<file path="src/rtl/cp0_irq_ctrl_if.sv">
// Pipeline <-> CP0 interrupt controller bus: mtc0/mfc0 register access plus
// the interrupt req/take handshake and eret.
interface cp0_irq_ctrl_if #(
    parameter int unsigned IDX_W = 2
) ();
    logic [4:0]       cp0_addr;
    logic             cp0_we;
    logic [31:0]      cp0_wdata;
    logic [31:0]      cp0_rdata;
    logic             eret;
    logic             irq_take;
    logic [31:0]      epc_in;
    logic             irq_req;
    logic [IDX_W-1:0] irq_index;
    logic [31:0]      irq_vector;

    modport master (
        output cp0_addr, cp0_we, cp0_wdata, eret, irq_take, epc_in,
        input  cp0_rdata, irq_req, irq_index, irq_vector
    );

    modport slave (
        input  cp0_addr, cp0_we, cp0_wdata, eret, irq_take, epc_in,
        output cp0_rdata, irq_req, irq_index, irq_vector
    );
endinterface

</file>
<file path="src/rtl/cp0_irq_ctrl.sv">
// CP0 interrupt controller: N edge-triggered sources, fixed priority, req/take handshake.
// Define CP0_CAUSE_EN to add the read-only cause register at 0x0d.
module cp0_irq_ctrl #(
    parameter int unsigned NUM_IRQ    = 3,
    parameter logic [31:0] VEC_BASE   = 32'h0000_0400,
    parameter logic [31:0] VEC_STRIDE = 32'h0000_0200
) (
    input  logic               clk,
    input  logic               rst_n,
    input  logic [NUM_IRQ-1:0] irq_in,
    cp0_irq_ctrl_if.slave      bus,
    output logic [31:0]        epc,
    output logic               int_disable
);
    localparam int unsigned IDX_W = (NUM_IRQ > 1) ? $clog2(NUM_IRQ) : 1;

    localparam logic [1:0] ST_IDLE    = 2'd0;
    localparam logic [1:0] ST_REQ     = 2'd1;
    localparam logic [1:0] ST_SERVICE = 2'd2;

    localparam logic [4:0] A_CAUSE   = 5'h0d;
    localparam logic [4:0] A_EPC     = 5'h0e;
    localparam logic [4:0] A_DISABLE = 5'h16;
    localparam logic [4:0] A_MASK    = 5'h17;
    localparam logic [4:0] A_PENDING = 5'h18;

    logic [NUM_IRQ-1:0] sync1, sync2, sync3;
    logic [NUM_IRQ-1:0] rise;
    logic [NUM_IRQ-1:0] pending, pending_nxt;
    logic [NUM_IRQ-1:0] mask, mask_nxt;
    logic [NUM_IRQ-1:0] eligible, w1c, take_clr;
    logic               dis_nxt;
    logic [31:0]        epc_nxt;
    logic [1:0]         state, state_nxt;
    logic [IDX_W-1:0]   idx, idx_nxt, sel;
    logic               req;
    logic               take, hit_dis, hit_mask, hit_epc, hit_pend;

    // sync3 only serves the edge detector, so a rise is seen two edges after capture
    assign rise = sync2 & ~sync3;

    assign eligible = pending & mask & {NUM_IRQ{~int_disable}};
    assign take     = (state == ST_REQ) && bus.irq_take;
    assign hit_dis  = bus.cp0_we && (bus.cp0_addr == A_DISABLE);
    assign hit_mask = bus.cp0_we && (bus.cp0_addr == A_MASK);
    assign hit_epc  = bus.cp0_we && (bus.cp0_addr == A_EPC);
    assign hit_pend = bus.cp0_we && (bus.cp0_addr == A_PENDING);

    always_comb begin
        sel = '0;
        for (int unsigned i = 0; i < NUM_IRQ; i++) begin
            if (eligible[i]) sel = IDX_W'(i);
        end
    end

    always_comb begin
        w1c         = hit_pend ? bus.cp0_wdata[NUM_IRQ-1:0] : '0;
        take_clr    = take ? (NUM_IRQ'(1) << idx) : '0;
        pending_nxt = (pending & ~w1c & ~take_clr) | rise;
        mask_nxt    = hit_mask ? bus.cp0_wdata[NUM_IRQ-1:0] : mask;

        dis_nxt = int_disable;
        if (take)              dis_nxt = 1'b1;
        else if (hit_dis)      dis_nxt = bus.cp0_wdata[0];
        else if (bus.eret)     dis_nxt = 1'b0;

        epc_nxt = epc;
        if (take)              epc_nxt = bus.epc_in;
        else if (hit_epc)      epc_nxt = bus.cp0_wdata;

        state_nxt = state;
        idx_nxt   = idx;
        case (state)
            ST_IDLE: begin
                if (|eligible) begin
                    state_nxt = ST_REQ;
                    idx_nxt   = sel;
                end
            end
            ST_REQ: begin
                // cancellation looks at next-cycle register values so irq_req drops with the write
                if (take)
                    state_nxt = ST_SERVICE;
                else if (!pending_nxt[idx] || !mask_nxt[idx] || dis_nxt)
                    state_nxt = ST_IDLE;
            end
            ST_SERVICE: begin
                if (bus.eret || (hit_dis && !bus.cp0_wdata[0]))
                    state_nxt = ST_IDLE;
            end
            default: state_nxt = ST_IDLE;
        endcase
    end

    always_ff @(posedge clk or negedge rst_n) begin
        if (!rst_n) begin
            sync1       <= '0;
            sync2       <= '0;
            sync3       <= '0;
            pending     <= '0;
            mask        <= '1;
            int_disable <= 1'b1;
            epc         <= '0;
            state       <= ST_IDLE;
            idx         <= '0;
            req         <= 1'b0;
        end else begin
            sync1       <= irq_in;
            sync2       <= sync1;
            sync3       <= sync2;
            pending     <= pending_nxt;
            mask        <= mask_nxt;
            int_disable <= dis_nxt;
            epc         <= epc_nxt;
            state       <= state_nxt;
            idx         <= idx_nxt;
            req         <= (state_nxt == ST_REQ);
        end
    end

`ifdef CP0_CAUSE_EN
    logic [IDX_W-1:0] last_idx;

    always_ff @(posedge clk or negedge rst_n) begin
        if (!rst_n)    last_idx <= '0;
        else if (take) last_idx <= idx;
    end
`endif

    always_comb begin
        bus.cp0_rdata = '0;
        case (bus.cp0_addr)
            A_DISABLE: bus.cp0_rdata[0] = int_disable;
            A_MASK:    bus.cp0_rdata = 32'(mask);
            A_EPC:     bus.cp0_rdata = epc;
            A_PENDING: bus.cp0_rdata = 32'(pending);
`ifdef CP0_CAUSE_EN
            A_CAUSE: begin
                bus.cp0_rdata[31]        = (state == ST_SERVICE);
                bus.cp0_rdata[IDX_W+1:2] = last_idx;
            end
`endif
            default:   bus.cp0_rdata = '0;
        endcase
    end

    assign bus.irq_req    = req;
    assign bus.irq_index  = idx;
    assign bus.irq_vector = VEC_BASE + 32'(idx) * VEC_STRIDE;
endmodule

</file>
<file path="src/flat_wrapper.sv">
// flat-port wrapper written by rule: the top's interface ports become plain ports
module cp0_irq_ctrl_flat 
#(
    parameter int unsigned NUM_IRQ    = 3,
    parameter logic [31:0] VEC_BASE   = 32'h0000_0400,
    parameter logic [31:0] VEC_STRIDE = 32'h0000_0200
)
  (clk, rst_n, irq_in, epc, int_disable, bus_cp0_addr, bus_cp0_we, bus_cp0_wdata, bus_eret, bus_irq_take, bus_epc_in, bus_cp0_rdata, bus_irq_req, bus_irq_index, bus_irq_vector);
  cp0_irq_ctrl_if #(.IDX_W(2)) bus_i ();
  input  logic clk;
  input  logic rst_n;
  input  logic [NUM_IRQ-1:0] irq_in;
  output logic [31:0] epc;
  output logic int_disable;
  input wire logic [$bits(bus_i.cp0_addr)-1:0] bus_cp0_addr;
  input wire logic [$bits(bus_i.cp0_we)-1:0] bus_cp0_we;
  input wire logic [$bits(bus_i.cp0_wdata)-1:0] bus_cp0_wdata;
  input wire logic [$bits(bus_i.eret)-1:0] bus_eret;
  input wire logic [$bits(bus_i.irq_take)-1:0] bus_irq_take;
  input wire logic [$bits(bus_i.epc_in)-1:0] bus_epc_in;
  output wire logic [$bits(bus_i.cp0_rdata)-1:0] bus_cp0_rdata;
  output wire logic [$bits(bus_i.irq_req)-1:0] bus_irq_req;
  output wire logic [$bits(bus_i.irq_index)-1:0] bus_irq_index;
  output wire logic [$bits(bus_i.irq_vector)-1:0] bus_irq_vector;
  assign bus_i.cp0_addr = bus_cp0_addr;
  assign bus_i.cp0_we = bus_cp0_we;
  assign bus_i.cp0_wdata = bus_cp0_wdata;
  assign bus_i.eret = bus_eret;
  assign bus_i.irq_take = bus_irq_take;
  assign bus_i.epc_in = bus_epc_in;
  assign bus_cp0_rdata = bus_i.cp0_rdata;
  assign bus_irq_req = bus_i.irq_req;
  assign bus_irq_index = bus_i.irq_index;
  assign bus_irq_vector = bus_i.irq_vector;
  cp0_irq_ctrl #(.NUM_IRQ(NUM_IRQ), .VEC_BASE(VEC_BASE), .VEC_STRIDE(VEC_STRIDE)) u_core (.clk(clk), .rst_n(rst_n), .irq_in(irq_in), .bus(bus_i), .epc(epc), .int_disable(int_disable));
endmodule
</file>
<file path="config.mk">
export PLATFORM = sky130hd
export DESIGN_NAME = cp0_irq_ctrl_flat
export DESIGN_NICKNAME = d
export VERILOG_FILES = /design/src/rtl/cp0_irq_ctrl_if.sv /design/src/rtl/cp0_irq_ctrl.sv /design/src/flat_wrapper.sv
export SDC_FILE = /design/constraint.sdc
export NUM_CORES = 1
export LEC_CHECK = 0
export ABC_CLOCK_PERIOD_IN_PS = 4900
export CORE_UTILIZATION = 40
export CTS_BUF_LIST = sky130_fd_sc_hd__clkbuf_8 sky130_fd_sc_hd__clkbuf_16
export DETAILED_ROUTE_END_ITERATION = 6
export PLACE_DENSITY_LB_ADDON = 0.15
export SLEW_MARGIN = 15
export SYNTH_ARGS = -nofsm -noshare
export SYNTH_HDL_FRONTEND = slang
export SYNTH_SLANG_ARGS = --single-unit
</file>
<file path="constraint.sdc">
create_clock -name clk -period 4.9 [get_ports clk]
set_input_delay 1.225 -clock clk [delete_from_list [all_inputs] [get_ports clk]]
set_output_delay 1.225 -clock clk [all_outputs]
set_load 0.05 [all_outputs]
</file>
Word level (Yosys, flattened, before mapping)
Cells that the tools add are included.
{"block": "word_totals", "inputBits": 77, "regBits": 53, "output_inout_bits": 100}
{"block": "op_classes", "n_lt_le_gt_ge": 1, "n_eq_ne": 7, "mux": 21, "n_bitwise": 10, "shifts": 1, "add_sub_neg": 1, "n_reduce_logical": 16}
{"cell": "one-hot mux 31 bit (3 select lines)", "count": 1}
{"cell": "2-to-1 mux 32 bit", "count": 2}
{"cell": "AND 3 bit", "count": 5}
{"cell": "equality test 5 bit (second input constant)", "count": 3}
{"cell": "adder 11 x 11 -> 12 bit (first input constant)", "count": 1}
{"cell": "2-to-1 mux 2 bit", "count": 5}
{"cell": "2-to-1 mux 3 bit", "count": 3}
{"cell": "inverter 3 bit", "count": 3}
{"cell": "logical AND 1 bit", "count": 6}
{"cell": "2-to-1 mux 1 bit", "count": 6}
{"cell": "one-hot mux 2 bit (3 select lines)", "count": 1}
{"cell": "equality test 5 x 4 -> 1 bit (second input constant)", "count": 1}
{"cell": "binary-select mux 1 bit (select 2 bit)", "count": 2}
{"cell": "equality test 2 x 1 -> 1 bit (second input constant)", "count": 2}
{"cell": "one-hot mux 1 bit (4 select lines)", "count": 1}
{"cell": "logical NOT 1 bit", "count": 3}
{"cell": "logical OR 1 bit", "count": 3}
{"cell": "< comparator 2 x 3 -> 1 bit (second input constant)", "count": 1}
{"cell": "OR 3 bit", "count": 1}
{"cell": "OR reduction 3 bit", "count": 1}
{"cell": "<< shifter 1 x 2 -> 3 bit (first input constant)", "count": 1}
{"cell": "equality test 2 bit (second input constant)", "count": 1}
{"cell": "logical NOT 2 bit", "count": 1}
{"cell": "AND reduction 2 bit", "count": 1}
{"cell": "2 further kinds", "count": 2}

Depth between registers and ports, before layout
{"block": "depth", "depth_word": 16, "depth_mapped": 7}

Least setup slack after synthesis
OpenSTA, ideal clock, no wires.
{"block": "synth_timing", "kind": "input -> output", "from": "input port bus_cp0_addr[3]", "to": "output port bus_cp0_rdata[0]", "t_required_ns": 3.675, "path_buffers": 0, "arrival_ns": 2.644, "stages": 3, "path_slack_ns": 1.031, "path_cell_list": "and3b_2 nand2_1 o21ai_0"}
{"block": "synth_between", "elab_chain_len": 2}
{"element": "start: declaration", "line_no": "flat_wrapper.sv:15", "text": "input wire logic [$bits(bus_i.cp0_addr)-1:0] bus_cp0_addr;"}
{"element": "equality test 5 bit / equality test 5 x 4 -> 1 bit (equally long branches)", "line_no": "cp0_irq_ctrl.sv:132", "text": "case (bus.cp0_addr)"}
{"element": "one-hot mux 1 bit (4 select lines) *", "line_no": "cp0_irq_ctrl.sv:132"}
{"element": "end: declaration", "line_no": "flat_wrapper.sv:21", "text": "output wire logic [$bits(bus_i.cp0_rdata)-1:0] bus_cp0_rdata;"}
Every way passes the cells marked *; elsewhere a longest branch is shown, timed or not.

Final worst setup path
{"block": "layout_timing", "from": "input port bus_cp0_addr[0]", "to": "output port bus_cp0_rdata[0]"}
Same word-level chain as after synthesis.

==> results.md <==
- FMAX: 237 MHz
- MaxCap Viol Count: 0
- Die Ht: 87.0 µm
- Static Leak: 2.21 nW
- PortBufs: 147
- Initial antenna violation count: 0
- Die span in x: 87.0 µm
- Worst EP required: 3.67 ns
- Period minus WS final: 4.22 ns
- First-pass GRT wire length: 12,300 µm
- CP endpoint kind: output port
- Worst Path Max Fanout: 33
- Placed cell areas: 4600 µm²
- Final setup TNS: 0 ns
- Global Route Usage Sum: 21.3%
- Via density: 4.86
- CTS Sinks: 53
- Vias in the first global route: 2,559
- Hpwl dp: 6050 µm
- P per Cell Area: 501 nW/µm²
- Netlist Area Pre-Place: 2890 µm²
- Final Non-Filler Cells: 533
- CTS tree: built
- Uppermost layer routed: met4
- Multi-input gate area: 1360 µm²
- Final hold vios: 0
- Fillers: 571
- Sequential area share after synthesis: 46.1%
- WL final: 7940 µm
- Distinct cells, synth: 39
- Synthesis warning total: 0
- Final net count: 513
- Num rows: 30
- Final Max Slew Viols: 0
- FF-to-FF setup slack: 2.68 ns
- # DRC: 0
- CTS resizes: 0
- Vias: 2,590
- Finished Cell Area: 4720 µm²
- Final setup fails: 0
- Rel. slew slack: 56.3%
- Met3 WL post-DR: 674 µm
- Inserted Clock Buffers: 5
- First DRT Iteration DRCs: 143
- Area grow syn2layout: 63.4%
- Routed met1 length: 3080 µm
- Ant diodes: 0
- Mean Syn Cell Area: 9.82 µm²
- Drt wl/cell: 14.9 µm
- Die area: 7560 µm²
- Layout cells sized above 1: 14.0%
- Fin crit share: 86.1%
- GPL Wtd Cong: 0.914
- Longest Clk Path Bufs: 2
- Cell count after placement: 525
- Hold/Removal Path Class: reg2reg
- Largest net degree at the start of global routing: 65
- Clk_skew: 0.00738 ns
- Clock latency on the worst-skew pair: 0.30 ns
- Slew @ Worst Pin: 0.655 ns
- Commonest non-fill, non-tap cell in the layout: clkdlybuf4s50_1
- Synthesized flop and latch total: 53
- End-of-flow core utilization: 68.7%
- Most frequent cells in the layout: clkdlybuf4s50_1 (114), dfrtp_1 (49), nand2_1 (45)
- GRT overflow: 0
- Crit Path Class: in2out
- ANT nets after route: 0
- WL met2: 4100 µm
- Htree depth: 2
- Post-CTS Hold Buffers: 0
- Clock-pin slew on the worst setup and hold paths: 0.09 ns
- Maximum VDD drop: 0.319 mV
- Post-CTS setup buffers: 0
- Syn Inst Count: 294
- Status: finished clean
- Core Region: 6870 µm²
- Critical Path Start Type: input pin
- # IOs: 177
- Root Driver: clkbuf_8
- DRT Pass-1 Iters: 4
- Sequential cell area: 1330 µm²
- Initial Utilization: 42.0%
- WP data arrival: 2.99 ns
- RSZ-0062 raised after global routing: no
## final timing paths
kind | start | end | depth (start not counted)
max | bus_cp0_addr[0] | bus_cp0_rdata[0] | 7
min | u_core.sync1[1] | u_core.sync2[1] | 0
min reg2reg | u_core.sync1[1] | u_core.sync2[1] | 0
max reg2reg | u_core.state[1] | u_core.bus.irq_req | 6
min in group asynchronous | rst_n | u_core.sync1[1] | 2
max in group asynchronous | rst_n | u_core.epc[20] | 2
## cell families (layout without fill, tap and decap cells)
| logic type | Yosys count | count (layout) | synth area share [%] |
|---|---|---|---|
| AND/OR/NAND/NOR | 100 | 100 | 18.6 |
| AO/OA/AOI/OAI | 55 | 55 | 12.3 |
| flip-flops | 53 | 53 | 46.1 |
| buffers and inverters | 51 | 166 | 11.0 |
| multiplexers | 34 | 34 | 11.8 |
| other | 1 | 29 | 0.130 |
## registers in the layout (all words and copies together), names as in the netlist
signal / cells
u_core.epc: 32
u_core.bus.irq_req: 1
u_core.pending: 3
u_core.int_disable: 1
u_core.mask: 3
u_core.bus.irq_index: 2
u_core.sync2: 3
u_core.state: 2
u_core.sync1: 3
u_core.sync3: 3
## worst max-delay path, cell delays in order
cell and delay (ns):
clkdlybuf4s50_1 0.60, nand4b_1 0.28, nor2_2 0.09, buf_4 0.33, a32oi_1 0.09, o21ai_0 0.18, buf_12 0.19
## cell usage after synthesis
cell       number  area share, %
nand4b_1        1           0.30
nor2_1          3           0.39
a221oi_1        2           0.61
mux2_2          1           0.39
and2_1         29            6.3
buf_2           4           0.69
dfrtp_1        49             42
nand3b_1        2           0.52
and3b_2         1           0.35
and3_1          1           0.22
or4b_1          1           0.35
or3_1           1           0.22
nand2_1        45            5.9
a21oi_1         1           0.17
a41oi_2         1           0.56
o21ai_1         1           0.17
a21boi_1        1           0.26
a22o_1          1           0.30
buf_4          32            8.3
conb_1          1           0.13
nand3_1         6            1.0
nand4_1         3           0.65
mux2i_1        33             11
nand3b_4        1           0.69
o21ai_0        37            6.4
a32oi_1         3           0.91
o22ai_1         1           0.22
o32ai_1         1           0.30
nand2b_1        3           0.65
o31a_1          1           0.30
inv_1           5           0.65
or2_2           1           0.22
or4_4           1           0.39
o221ai_1        2           0.61
clkbuf_1       10            1.3
a2111oi_4       1           0.95
nor4b_2         1           0.52
dfstp_2         4            3.6
a22oi_1         2           0.52
## per-layer routing
layer | GRT usage, % | vias up
met1 | 25.2 | 1216
met4 | 5.00 | 0
li1 | - | 1234
met5 | 0 | -
met3 | 5.40 | 9
met2 | 38.5 | 131
## area by class of cell
cell class | count | share of cell area (%)
multi-input combinational | 218 | 28.8
inverter | 5 | 0.398
clock inverter | 2 | 0.796
sequential | 53 | 28.2
clock buffer | 6 | 1.75
timing repair buffer | 153 | 37.5
tap | 96 | 2.55
## report_power, final
part           internal, W  switching [W]
clock network     0.000166       0.000142
logic             0.000452       0.000871
registers         0.000601       0.000133
total              0.00122        0.00115
## per-stage QoR
step / total power (W) / hold WS (ns) / setup WS (ns)
2_1_floorplan: 0.00160 / 0.331 / 1.03
3_3_place_gp: 0.00205 / 0.335 / 0.745
3_5_place_dp: 0.00207 / 0.358 / 0.680
6_report: 0.00236 / 0.370 / 0.681
4_1_cts: 0.00238 / 0.380 / 0.676
5_1_grt: 0.00249 / 0.378 / 0.507
Note: power is estimated with default switching activity, not from simulation.
